### config.mk
export PLATFORM = sky130hd
export DESIGN_NAME = vga_board_capture_flat
export DESIGN_NICKNAME = d
export VERILOG_FILES = /design/src/rtl/vga_board_capture_if.sv /design/src/rtl/vga_board_capture.sv /design/src/flat_wrapper.sv
export SDC_FILE = /design/constraint.sdc
export NUM_CORES = 1
export LEC_CHECK = 0
export CAP_MARGIN = 20
export CORE_ASPECT_RATIO = 1.2
export CORE_MARGIN = 2
export CORE_UTILIZATION = 47
export CTS_CLUSTER_DIAMETER = 100
export DETAILED_ROUTE_END_ITERATION = 12
export PLACE_DENSITY = 0.74
export RECOVER_POWER = 25
export SYNTH_ARGS = -nofsm -noshare
export SYNTH_HDL_FRONTEND = slang
export SYNTH_SLANG_ARGS = --single-unit
### constraint.sdc
create_clock -name clock -period 4 [get_ports clock]
set_clock_uncertainty 0.1 [all_clocks]
set_input_delay 0.6 -clock clock [delete_from_list [all_inputs] [get_ports clock]]
set_output_delay 0.6 -clock clock [all_outputs]
set_load 0.05 [all_outputs]
### src/rtl/vga_board_capture_if.sv
// Same-domain VGA pixel stream as seen by the board capture block.
interface vga_board_capture_if;
    logic       vsync;
    logic       valid;
    logic [1:0] red;
    logic [1:0] green;
    logic [1:0] blue;

    modport master (output vsync, valid, red, green, blue);
    modport slave  (input  vsync, valid, red, green, blue);
endinterface

### src/rtl/vga_board_capture.sv
// Rebuilds the 6x7 token board from the VGA raster by sampling cell centres and checking frame geometry.
// Results appear at the end of the cycle after the vsync-fall cycle; no backpressure, the raster never stalls.
module vga_board_capture #(
    parameter int H_ACTIVE = 640,
    parameter int V_ACTIVE = 480,
    parameter int X0       = 80,
    parameter int PITCH_X  = 80,
    parameter int Y0       = 40,
    parameter int PITCH_Y  = 80
) (
    input  logic                  clock,
    input  logic                  reset,
    vga_board_capture_if.slave    pix,
    output logic [5:0][6:0][1:0]  board,
    output logic                  frame_valid,
    output logic                  board_changed,
    output logic                  frame_error,
    output logic [2:0]            error_code,
    output logic [7:0]            frame_count,
    output logic                  locked
);
    localparam logic [9:0] H_LEN = 10'(H_ACTIVE);
    localparam logic [9:0] V_LEN = 10'(V_ACTIVE);
    localparam logic [9:0] Y_MAX = 10'd1023;

    typedef enum logic {UNLOCKED, CAPTURE} state_t;
    state_t state, state_next;

    logic                 prev_valid, prev_vsync, eval_pend;
    logic [9:0]           x_cnt, y_cnt;
    logic [5:0][6:0][1:0] capture;
    logic [5:0][6:0]      sample_mask;
    logic                 bad_color, bad_width, bad_height;

    logic       valid_fall, vsync_fall, lock_evt, frame_evt, sample;
    logic       row_hit, col_hit, token_bad;
    logic [2:0] row_idx, col_idx;
    logic [1:0] token;

    assign valid_fall = prev_valid & ~pix.valid;
    assign vsync_fall = prev_vsync & ~pix.vsync;
    assign bad_height = (y_cnt != V_LEN) || (sample_mask != '1);
    assign sample     = (state == CAPTURE) && pix.valid && row_hit && col_hit;

    always_ff @(posedge clock) begin
        if (reset) state <= UNLOCKED;
        else       state <= state_next;
    end

    always_comb begin
        state_next = state;
        lock_evt   = 1'b0;
        frame_evt  = 1'b0;
        case (state)
            UNLOCKED: if (vsync_fall) begin
                lock_evt   = 1'b1;
                state_next = CAPTURE;
            end
            CAPTURE:  frame_evt = vsync_fall;
        endcase
    end

    // Locate the cell whose centre is the current pixel, if any.
    always_comb begin
        row_hit = 1'b0;
        col_hit = 1'b0;
        row_idx = 3'd0;
        col_idx = 3'd0;
        for (int r = 0; r < 6; r++) begin
            if (y_cnt == 10'(Y0 + r * PITCH_Y)) begin
                row_hit = 1'b1;
                row_idx = 3'(r);
            end
        end
        for (int c = 0; c < 7; c++) begin
            if (x_cnt == 10'(X0 + c * PITCH_X)) begin
                col_hit = 1'b1;
                col_idx = 3'(c);
            end
        end
    end

    always_comb begin
        token     = 2'b00;
        token_bad = 1'b0;
        case ({pix.red, pix.green, pix.blue})
            6'b110000: token = 2'b01;
            6'b111100: token = 2'b10;
            6'b000000: token = 2'b00;
            default:   token_bad = 1'b1;
        endcase
    end

    always_ff @(posedge clock) begin
        if (reset) begin
            prev_valid    <= 1'b0;
            prev_vsync    <= 1'b0;
            eval_pend     <= 1'b0;
            x_cnt         <= '0;
            y_cnt         <= '0;
            capture       <= '0;
            sample_mask   <= '0;
            bad_color     <= 1'b0;
            bad_width     <= 1'b0;
            board         <= '0;
            frame_valid   <= 1'b0;
            board_changed <= 1'b0;
            frame_error   <= 1'b0;
            error_code    <= '0;
            frame_count   <= '0;
            locked        <= 1'b0;
        end else begin
            prev_valid    <= pix.valid;
            prev_vsync    <= pix.vsync;
            eval_pend     <= frame_evt;
            frame_valid   <= 1'b0;
            board_changed <= 1'b0;
            frame_error   <= 1'b0;
            if (lock_evt) begin
                locked      <= 1'b1;
                x_cnt       <= '0;
                y_cnt       <= '0;
                sample_mask <= '0;
                bad_color   <= 1'b0;
                bad_width   <= 1'b0;
            end
            if (state == CAPTURE) begin
                if (pix.valid) x_cnt <= x_cnt + 10'd1;
                if (sample) begin
                    capture[row_idx][col_idx]     <= token;
                    sample_mask[row_idx][col_idx] <= 1'b1;
                    if (token_bad) bad_color <= 1'b1;
                end
                // Line end lands before the frame evaluation one cycle later.
                if (valid_fall) begin
                    if (x_cnt != H_LEN) bad_width <= 1'b1;
                    x_cnt <= '0;
                    if (y_cnt != Y_MAX) y_cnt <= y_cnt + 10'd1;
                end
                if (eval_pend) begin
                    if (!bad_color && !bad_width && !bad_height) begin
                        board         <= capture;
                        frame_valid   <= 1'b1;
                        board_changed <= (capture != board);
                        frame_count   <= frame_count + 8'd1;
                        error_code    <= 3'b000;
                    end else begin
                        frame_error <= 1'b1;
                        error_code  <= {bad_color, bad_width, bad_height};
                    end
                    x_cnt       <= '0;
                    y_cnt       <= '0;
                    sample_mask <= '0;
                    bad_color   <= 1'b0;
                    bad_width   <= 1'b0;
                end
            end
        end
    end
endmodule

### src/flat_wrapper.sv
// flat-port wrapper written by rule: the top's interface ports become plain ports
module vga_board_capture_flat 
#(
    parameter int H_ACTIVE = 640,
    parameter int V_ACTIVE = 480,
    parameter int X0       = 80,
    parameter int PITCH_X  = 80,
    parameter int Y0       = 40,
    parameter int PITCH_Y  = 80
)
  (clock, reset, board, frame_valid, board_changed, frame_error, error_code, frame_count, locked, pix_vsync, pix_valid, pix_red, pix_green, pix_blue);
  vga_board_capture_if pix_i ();
  input  logic clock;
  input  logic reset;
  output logic [5:0][6:0][1:0] board;
  output logic frame_valid;
  output logic board_changed;
  output logic frame_error;
  output logic [2:0] error_code;
  output logic [7:0] frame_count;
  output logic locked;
  input wire logic [$bits(pix_i.vsync)-1:0] pix_vsync;
  input wire logic [$bits(pix_i.valid)-1:0] pix_valid;
  input wire logic [$bits(pix_i.red)-1:0] pix_red;
  input wire logic [$bits(pix_i.green)-1:0] pix_green;
  input wire logic [$bits(pix_i.blue)-1:0] pix_blue;
  assign pix_i.vsync = pix_vsync;
  assign pix_i.valid = pix_valid;
  assign pix_i.red = pix_red;
  assign pix_i.green = pix_green;
  assign pix_i.blue = pix_blue;
  vga_board_capture #(.H_ACTIVE(H_ACTIVE), .V_ACTIVE(V_ACTIVE), .X0(X0), .PITCH_X(PITCH_X), .Y0(Y0), .PITCH_Y(PITCH_Y)) u_core (.clock(clock), .reset(reset), .pix(pix_i), .board(board), .frame_valid(frame_valid), .board_changed(board_changed), .frame_error(frame_error), .error_code(error_code), .frame_count(frame_count), .locked(locked));
endmodule
==> run metrics <==
Lkg Pwr 0.004636 uW; Reg clk slew, reported paths 0.06 ns; via count 9644; RSZ-0062 raised after global routing no; top cells by area, synth dfxtp_1, nand2_1, a21oi_1; clk_lat worst skew 0.53 ns; Slew Viols, Final about 120; WL/cell 18.14 um; failing checks capacitance limit, slew limit; Largest delay share family, worst path simple AND/OR/NAND/NOR gates; Max FO, Critical Path 8; global placement routability congestion 0.9023; # nets final between 1000 and 1500; most common cell after layout, fill and taps aside nand2_1; Synthesis Warnings 0; Chip Width between 100 and 150 um; PD cells 391.6 mW/mm2; Post-CTS Setup Bufs 0; synthesized cell area 0.01105 mm2; Chip Height about 170 um; relative slew slack -0.5484; WL final 30970 um; Resize count post-CTS 0; Critical Path, Cell by Cell inv_1 -> ha_1 -> nor4b_1 -> nand2_1 -> a211oi_4 -> o21ai_2 -> mux2i_1; status finished, violations left; Synth Register Bits 251; Crit path largest cell delay 1.04 ns; TNS Setup 0 ns; combinational power share 0.020; I/O Buffers approximately 110; Crit Path Category reg -> reg; Flop pwr share 0.485; Async SR Flop Fraction 0; maximum root-to-sink buffer count 3; vias per cell roughly 5.6; switching share of power 0.2083; ant diodes 0; Tcrit/Tclk final 0.7995; final hold vios 0; Max Cap Violations 1; proportion of synthesized chip area in sequential cells 0.4547; number of hold buffers added after CTS 0; grt ovf 0; Worst Hold Class reg -> reg; Initial DRC Count 803; Final min period 3.198 ns; pin count of the biggest net entering global routing between 100 and 150; Design Power 5160 uW; core area 0.02313 mm2; CP arrival 3.47 ns; most frequent cells in the layout nand2_1, dfxtp_1, a21oi_1; Switch Pwr about 1100 uW; CP Capture Type flop; clock sink total 251; Root Buffer clkbuf_16; Area Growth Syn to Fin 19.22%; vias in the first global route 8955; layout cells sized above 1 0.06250; Crit-path slowest cell nor4b_1; first-pass GRT wire length 48870 um; CP bufs+invs 1; I/O pin total 109; commonest register cell after synthesis dfxtp_1; die area about 0.025 mm2; fmax about 310 MHz; Antenna Nets Post-Route 0; Synth cell types between 70 and 80; crit start category flop; gr usage total 0.2493; utilization after layout 0.5698; EDFF count, synth 0; Post-Synthesis Net Count 1321; antenna violations before repair 0; DRT Pass-1 Iters 5; post-DP HPWL 21750 um; Rows 61; Initial Utilization 0.4779; biggest area consumer among synthesized cells dfxtp_1; Peak VDD IR 239.4 uV; CP required 4.27 ns; Internal 4085 uW; Worst-Margin Slew 2.323 ns; Synth Area per Inst ~8.5 um2; top cell type's share of synthesized area 0.4547; Clk pwr share 0.495; Num CTS Buffers 26; final setup fails 0; Post-route DRC 0; Cells after Synth 1306; H-tree Lvls 1; TritonCTS clock tree built
==> cell families after synthesis <==
logic type,count (synthesis),synth area share
compound gates,231,0.1193
xor+xnor,98,0.07766
fa+ha+maj,5,0.005661
buf+inv,90,0.03498
flops,251,0.4547
mux,57,0.05196
simple gates,574,0.2557
==> power groups by stage <==
stage,registers (uW),clock network (uW),logic [uW]
6_report,2500,2550,104
5_1_grt,2500,2680,114
4_1_cts,2500,2580,104
3_5_place_dp,2560,0,103
3_3_place_gp,2560,0,103
2_1_floorplan,2560,0,69.9
==> through the flow <==
stage	std cells	area (um2)	hold WS, ns	worst slack [ns]
2_1_floorplan	1306	11050	0.3202	1.821
3_3_place_gp	1659	12280	0.3316	1.156
3_5_place_dp	1659	12280	0.3501	1.095
4_1_cts	1707	13200	0.3592	1.312
5_1_grt	1707	13180	0.3749	0.6274
6_report	1707	13180	0.3553	0.8021
==> layer usage <==
metal	track usage	up-vias	wire, um
met3	0.03074	68	1802
met2	0.4244	316	14820
met5	0	-	0
li1	-	4633	-
met1	0.3165	4627	12950
met4	0.1113	0	1398
==> flip-flops by register name, summed over array words and instances, names as in the netlist, 3 cells and up <==
signal and cells:
u_core.frame_count 8, u_core.board 84, u_core.y_cnt 10, u_core.sample_mask 42, u_core.x_cnt 10, u_core.capture 84
u_core.error_code 3
==> tightest hold or removal path, cell delays in order (launching register included) <==
cell and delay [ns]:
dfxtp_1 0.31, nand2_1 0.05, a21oi_1 0.05
==> cells in the mapped netlist, drive strengths merged (3+ instances only) <==
library cell	n
o21ai	30
buf	28
nand3	43
a21oi	168
nor4b	3
and4	8
ha	5
or3	4
nand4	41
nor4	19
mux2	3
nand2	273
and3	3
nand2b	37
nor2b	9
and2	4
or4	3
nand4b	4
clkbuf	56
a211oi	4
inv	6
a311oi	3
nor3	15
o41ai	4
xor2	36
a32oi	3
dfxtp	251
or4b	3
and4b	4
xnor2	62
nor3b	5
mux2i	54
nor2	82
a31oi	3
==> worst paths after layout <==
kind | startpoint | end | slack [ns] | cells past startpoint
max reg2reg | u_core.x_cnt[0] | u_core.capture[59] | 0.80 | 7
min reg2reg | u_core.sample_mask[14] | u_core.sample_mask[14] | 0.36 | 2
max | u_core.x_cnt[0] | u_core.capture[59] | 0.80 | 7
min | u_core.sample_mask[14] | u_core.sample_mask[14] | 0.36 | 2
==> area by class of cell <==
cell class | count | area [um2]
Clock inverter | 11 | 173.9
Multi-Input combinational cell | 965 | 5638
Inverter | 6 | 22.52
Timing Repair Buffer | 122 | 1181
Sequential cell | 251 | 5025
Tap cell | 315 | 394.1
Clock buffer | 37 | 742.0
Fill cell | 2062 | 9950
(Power assumes the default switching activity.)
==> patch 1, RTL diff (same settings) <==
Put one more register stage on the output `frame_error`, with the module's reset. The value now appears one clock later. The other outputs are not delayed to match.
--- a/src/rtl/vga_board_capture.sv
+++ b/src/rtl/vga_board_capture.sv
@@ -24,6 +24,8 @@
     localparam logic [9:0] Y_MAX = 10'd1023;
 
     typedef enum logic {UNLOCKED, CAPTURE} state_t;
+
+    logic frame_error_s0;
     state_t state, state_next;
 
     logic                 prev_valid, prev_vsync, eval_pend;
@@ -105,7 +107,7 @@
             board         <= '0;
             frame_valid   <= 1'b0;
             board_changed <= 1'b0;
-            frame_error   <= 1'b0;
+            frame_error_s0 <= 1'b0;
             error_code    <= '0;
             frame_count   <= '0;
             locked        <= 1'b0;
@@ -115,7 +117,7 @@
             eval_pend     <= frame_evt;
             frame_valid   <= 1'b0;
             board_changed <= 1'b0;
-            frame_error   <= 1'b0;
+            frame_error_s0 <= 1'b0;
             if (lock_evt) begin
                 locked      <= 1'b1;
                 x_cnt       <= '0;
@@ -145,7 +147,7 @@
                         frame_count   <= frame_count + 8'd1;
                         error_code    <= 3'b000;
                     end else begin
-                        frame_error <= 1'b1;
+                        frame_error_s0 <= 1'b1;
                         error_code  <= {bad_color, bad_width, bad_height};
                     end
                     x_cnt       <= '0;
@@ -157,5 +159,13 @@
             end
         end
     end
+    always_ff @(posedge clock) begin
+        if (reset) begin
+            frame_error <= '0;
+        end else begin
+            frame_error <= frame_error_s0;
+        end
+    end
+
 endmodule
 
Check against the original RTL: no difference found for any inputs over 4 cycles, from zero or initial values and one cycle with reset high; that may be too few to reach the edited logic, so the function may still have changed.
==> patch 1 against the unedited design <==
  * Wire length decreased by 3.1%
  * Largest power group is now sequential cells
  * Maximum frequency is 4.1% higher
  * Combinational power is 11% lower
  * Cell area fell by 2.4%
  * Worst setup slack better by 0.13 ns
  * Global-route usage shrank 0.64 points
  * Critical endpoint is now u_core.capture[45]
  * Area after synthesis fell by 2.1%
  * Power shrank 4.0%
  * Sequential cell count rose by 1
  * First-iteration DRC count decreased by 2.1%
==> patch 1: results (changes against the unedited design) <==
Layout
The total of fill cells in the finished design is 2022 (was 2062). The net total in the final layout is 1423 (was 1387). The count of inserted antenna diode cells is 0 (unchanged).

The share of cells above drive strength 1 is 4.98% (was 6.25%).

Run status
Status: finished, final reports clean (was finished, violations left).

Pwr
The worst voltage drop across the vdd grid is 0.285 mV (was 0.239 mV). The switching power is 0.00103 W (was 0.00108 W). The share of power burned in the clock network is 47.3% (was 49.5%).

The leakage power figure came to 4.41 nW (was 4.64 nW).

Timing
The worst relative slew slack is 26.5% (was -54.8%).

Worst setup path
The worst-path maximum fanout is 14 (was 8). The internal reg-to-reg setup slack is 0.93 ns (was 0.80 ns). The cell with the biggest individual delay on the critical path is sky130_fd_sc_hd__clkbuf_1 (was sky130_fd_sc_hd__nor4b_1). The critical path's largest stage delay is 0.70 ns (was 1.04 ns). The endpoint arrival time on the critical path is 3.33 ns (was 3.47 ns). The number of cell instances on the worst register-to-register path was 8 (was 7).

Detailed routing
The iteration-0 DRC count of the detailed router is 786 (was 803). The routed wire length per instance came to 17.6 um (was 18.1 um). The detailed-route wire length on metal 1 is 12.5 mm (was 12.9 mm). The total via count after detailed routing came to 9765 (was 9644). The wire length on met2 is 14.9 mm (was 14.8 mm). The routed length on met3 is 1.35 mm (was 1.80 mm). The highest routing layer actually used is met4 (unchanged).

Clock network
The clock latency reported for the late side of the worst-skew pair is 0.51 ns (was 0.53 ns). The root buffer cell is sky130_fd_sc_hd__clkbuf_16 (unchanged). The TritonCTS buffer count is 25 (was 26).

Placement
The instance area at placement is 12100 sq um (was 12300 sq um). The HPWL reported at the end of detailed placement is 20.9 mm (was 21.7 mm). The global placer's final weighted congestion came to 0.884 (was 0.902).

Logic synthesis
Post-synth top cells: sky130_fd_sc_hd__nand2_1, sky130_fd_sc_hd__dfxtp_1, sky130_fd_sc_hd__a21oi_1 (unchanged). The synthesized-area fraction occupied by xor and xnor cells is 7.85% (was 7.77%). Biggest area contributors in the synthesized netlist: sky130_fd_sc_hd__dfxtp_1, sky130_fd_sc_hd__nand2_1, sky130_fd_sc_hd__a21oi_1 (unchanged). The post-synthesis adder-cell area fraction is 0.578% (was 0.566%). The number of unique standard cell types used by synthesis is 54 (was 71). The compound-gate portion of the synthesized area is 13.5% (was 11.9%). The post-synthesis mux area share is 2.42% (was 5.20%).

The proportion of synthesized chip area in sequential cells is 46.6% (was 45.5%).

Worst hold path
The startpoint of the worst hold path is reset (was u_core.sample_mask[14]). The kind of path behind the tightest hold check is primary input to flop (was flop to flop). The cell count of the worst hold path was 2 (unchanged).

Global routing
The global-route wire length before repair is 47.3 mm (was 48.9 mm). The via count of the first global-routing pass is 8923 (was 8955). The largest net degree at the start of global routing was 97 (was 121). The global-route total usage across every layer came to 24.3% (was 24.9%).
-- patch 1: final timing paths --
path | endpoint
setup / recovery | u_core.capture[45]
hold reg to reg | u_core.frame_error
setup reg to reg | u_core.capture[45]
hold / removal | u_core.state
-- patch 1: through the flow --
step	utilization (%)	hold slack [ns]	instances	setup slack (ns)
finish	57.1	0.307	1705	0.929
global route	57.1	0.308	1705	0.765
CTS	57.3	0.301	1705	1.15
detailed placement	53.7	0.337	1660	0.934
global placement	53.6	0.331	1659	0.844
floorplan	-	0.314	1339	1.79
-- patch 1: metal layers --
| metal | vias to the layer above | track usage (%) |
|---|---|---|
| met3 | 71 | 2.67 |
| li1 | 4718 | - |
| met4 | 0 | 10.1 |
| met1 | 4673 | 30.5 |
| met5 | - | 0 |
| met2 | 303 | 42.3 |
-- patch 1: area by class of cell --
cell class                 instances  share of cell area (%)
clock buffer                      38                    5.71
timing repair buffer             128                    9.46
multi-input combinational        992                    41.9
inverter                           9                   0.263
sequential                       252                    39.2
tap                              279                    2.71
clock inverter                     7                   0.691
==> patch 2, RTL diff (same flow settings) <==
Made on the original files. `V_ACTIVE` is set to 480 in 2 places; all go to 256.
--- a/src/rtl/vga_board_capture.sv
+++ b/src/rtl/vga_board_capture.sv
@@ -2,7 +2,7 @@
 // Results appear at the end of the cycle after the vsync-fall cycle; no backpressure, the raster never stalls.
 module vga_board_capture #(
     parameter int H_ACTIVE = 640,
-    parameter int V_ACTIVE = 480,
+    parameter int V_ACTIVE = 256,
     parameter int X0       = 80,
     parameter int PITCH_X  = 80,
     parameter int Y0       = 40,
--- a/src/flat_wrapper.sv
+++ b/src/flat_wrapper.sv
@@ -2,7 +2,7 @@
 module vga_board_capture_flat 
 #(
     parameter int H_ACTIVE = 640,
-    parameter int V_ACTIVE = 480,
+    parameter int V_ACTIVE = 256,
     parameter int X0       = 80,
     parameter int PITCH_X  = 80,
     parameter int Y0       = 40,
Function: same outputs for any inputs over 4 cycles, from zero or initial values and one cycle with reset high; that may be too few to reach the edited logic, so the function may still have changed.
==> patch 2 against the unedited design <==
  * The run still ends with capacitance limit, slew limit left
  * Area after synthesis shrank 1.8%
  * Worst setup slack gained 0.087 ns
  * Power shrank 3.1%
  * Cell area shrank 2.2%
  * Sequential cell count is the same
  * Wire length grew 1.2%
  * Register-to-register slack gained 0.29 ns
  * Utilization grew 0.26 points
  * Highest routed layer unchanged
==> patch 2: results (changes against the unedited design) <==
Placement
The global placer's final weighted congestion is 0.885 (was 0.902). The post-placement worst setup slack is 0.932 ns (was 1.09 ns). The HPWL reported at the end of detailed placement is 21.6 mm (was 21.7 mm).

Run status
Status: finished, violations left (unchanged). Failing checks: capacitance limit, slew limit (unchanged).

Worst setup path
The cell with the biggest individual delay on the critical path is sky130_fd_sc_hd__clkbuf_1 (was sky130_fd_sc_hd__nor4b_1). The endpoint arrival time on the critical path was 3.45 ns (was 3.47 ns). The number of cell instances on the worst register-to-register path came to 5 (was 7). The source of the worst register-to-register timing path is u_core.state (was u_core.x_cnt[0]). The critical path's largest stage delay is 1.58 ns (was 1.04 ns).

Logic synthesis
Biggest area contributors in the synthesized netlist: sky130_fd_sc_hd__dfxtp_1, sky130_fd_sc_hd__nand2_1, sky130_fd_sc_hd__a21oi_1 (unchanged). The number of unique standard cell types used by synthesis was 57 (was 71). Post-synth top cells: sky130_fd_sc_hd__nand2_1, sky130_fd_sc_hd__dfxtp_1, sky130_fd_sc_hd__a21oi_1 (unchanged). The synthesized area per cell is 8.11 sq um (was 8.46 sq um). The post-synthesis adder-cell area fraction came to 0.576% (was 0.566%). The post-synthesis mux area share came to 2.33% (was 5.20%). The synthesized-area fraction occupied by xor and xnor cells was 7.83% (was 7.77%). The compound-gate portion of the synthesized area is 13.5% (was 11.9%). The proportion of synthesized chip area in sequential cells is 46.3% (was 45.5%).

Layout
The final standard cell count with taps included and fillers excluded is 1697 (was 1707). The net total in the final layout came to 1416 (was 1387).

Global routing
The number of antenna violations at the first check in global routing is 1 (was 0). The global-route wire length before repair is 49.1 mm (was 48.9 mm). The largest net degree at the start of global routing was 84 (was 121).

The via count of the first global-routing pass came to 9092 (was 8955).

Detailed routing
The number of detailed-route iterations in the first pass is 7 (was 5). The routed wire length per instance is 18.5 um (was 18.1 um). The iteration-0 DRC count of the detailed router is 798 (was 803). The total via count after detailed routing is 9841 (was 9644).

Timing
The number of max-slew violations in the final report is 93 (was 121). The worst relative slew slack is -48.3% (was -54.8%).

Clock network
The maximum level of the CTS H-tree was 1 (unchanged).

Pwr
The worst voltage drop across the vdd grid was 0.270 mV (was 0.239 mV). The switching power is 0.00105 W (was 0.00108 W).

Flow run
The number of maximum-capacitance constraint violations is 2 (was 1).
[patch 2: changes by cell type after synthesis, moves of 8 or more]
cell,change
sky130_fd_sc_hd__mux2i_1,-31
sky130_fd_sc_hd__xnor2_1,-27
sky130_fd_sc_hd__and3_1,+8
sky130_fd_sc_hd__a21oi_1,+29
sky130_fd_sc_hd__and2_1,+8
sky130_fd_sc_hd__clkbuf_1,+15
sky130_fd_sc_hd__o21ai_0,+27
sky130_fd_sc_hd__nand2_1,+27
sky130_fd_sc_hd__xor2_1,+26
sky130_fd_sc_hd__nand2b_1,-28
[patch 2: power groups by stage]
stage	clock network [W]	logic [W]	registers, W
detailed placement	0	0.0000979	0.00256
finish	0.00240	0.0000973	0.00250
global route	0.00254	0.000105	0.00250
floorplan	0	0.0000648	0.00256
CTS	0.00243	0.0000976	0.00250
global placement	0	0.0000975	0.00256
[patch 2: kinds of logic (layout without fill, tap and decap cells)]
kind of cell	count (synthesis)	count (layout)
compound gates	273	273
xor+xnor	97	97
fa+ha+maj	5	5
buf+inv	103	182
flops	251	251
mux	25	25
simple gates	585	585
[patch 2: layout make-up]
| class | count | area [sq um] |
|---|---|---|
| inverter | 11 | 41.3 |
| fill | 2025 | 9630 |
| tap | 279 | 349 |
| multi-input combinational | 985 | 5410 |
| timing repair buffer | 126 | 1210 |
| clock buffer | 38 | 787 |
| sequential | 251 | 5020 |
| clock inverter | 7 | 68.8 |
[patch 2: path summary, 6_finish.rpt]
check / to / slack, ns
max: u_core.y_cnt[0] / 0.89
min: u_core.locked / 0.35
max reg2reg: u_core.y_cnt[0] / 1.09
min reg2reg: u_core.locked / 0.35
[patch 2: worst register-to-register path: stages (launching register included)]
cell,delay (ns)
sky130_fd_sc_hd__dfxtp_1,0.32
sky130_fd_sc_hd__buf_4,0.21
sky130_fd_sc_hd__or2_2,0.15
sky130_fd_sc_hd__clkbuf_1,1.58
sky130_fd_sc_hd__nand2_1,0.26
sky130_fd_sc_hd__nor2_1,0.20
[patch 2: metal layers]
metal | track usage, % | part of all wire, %
met3 | 2.60 | 6.0
met4 | 11.5 | 4.8
met1 | 33.2 | 42
met5 | 0 | 0
met2 | 42.4 | 47
[patch 2: per-stage QoR]
stage	util, %	total power, W	cell area (sq um)
after floorplan	-	0.00263	10900
after global placement	53.6	0.00266	12100
after detailed placement	53.6	0.00266	12100
after CTS	57.4	0.00503	12900
after global routing	57.2	0.00514	12900
final	57.2	0.00500	12900
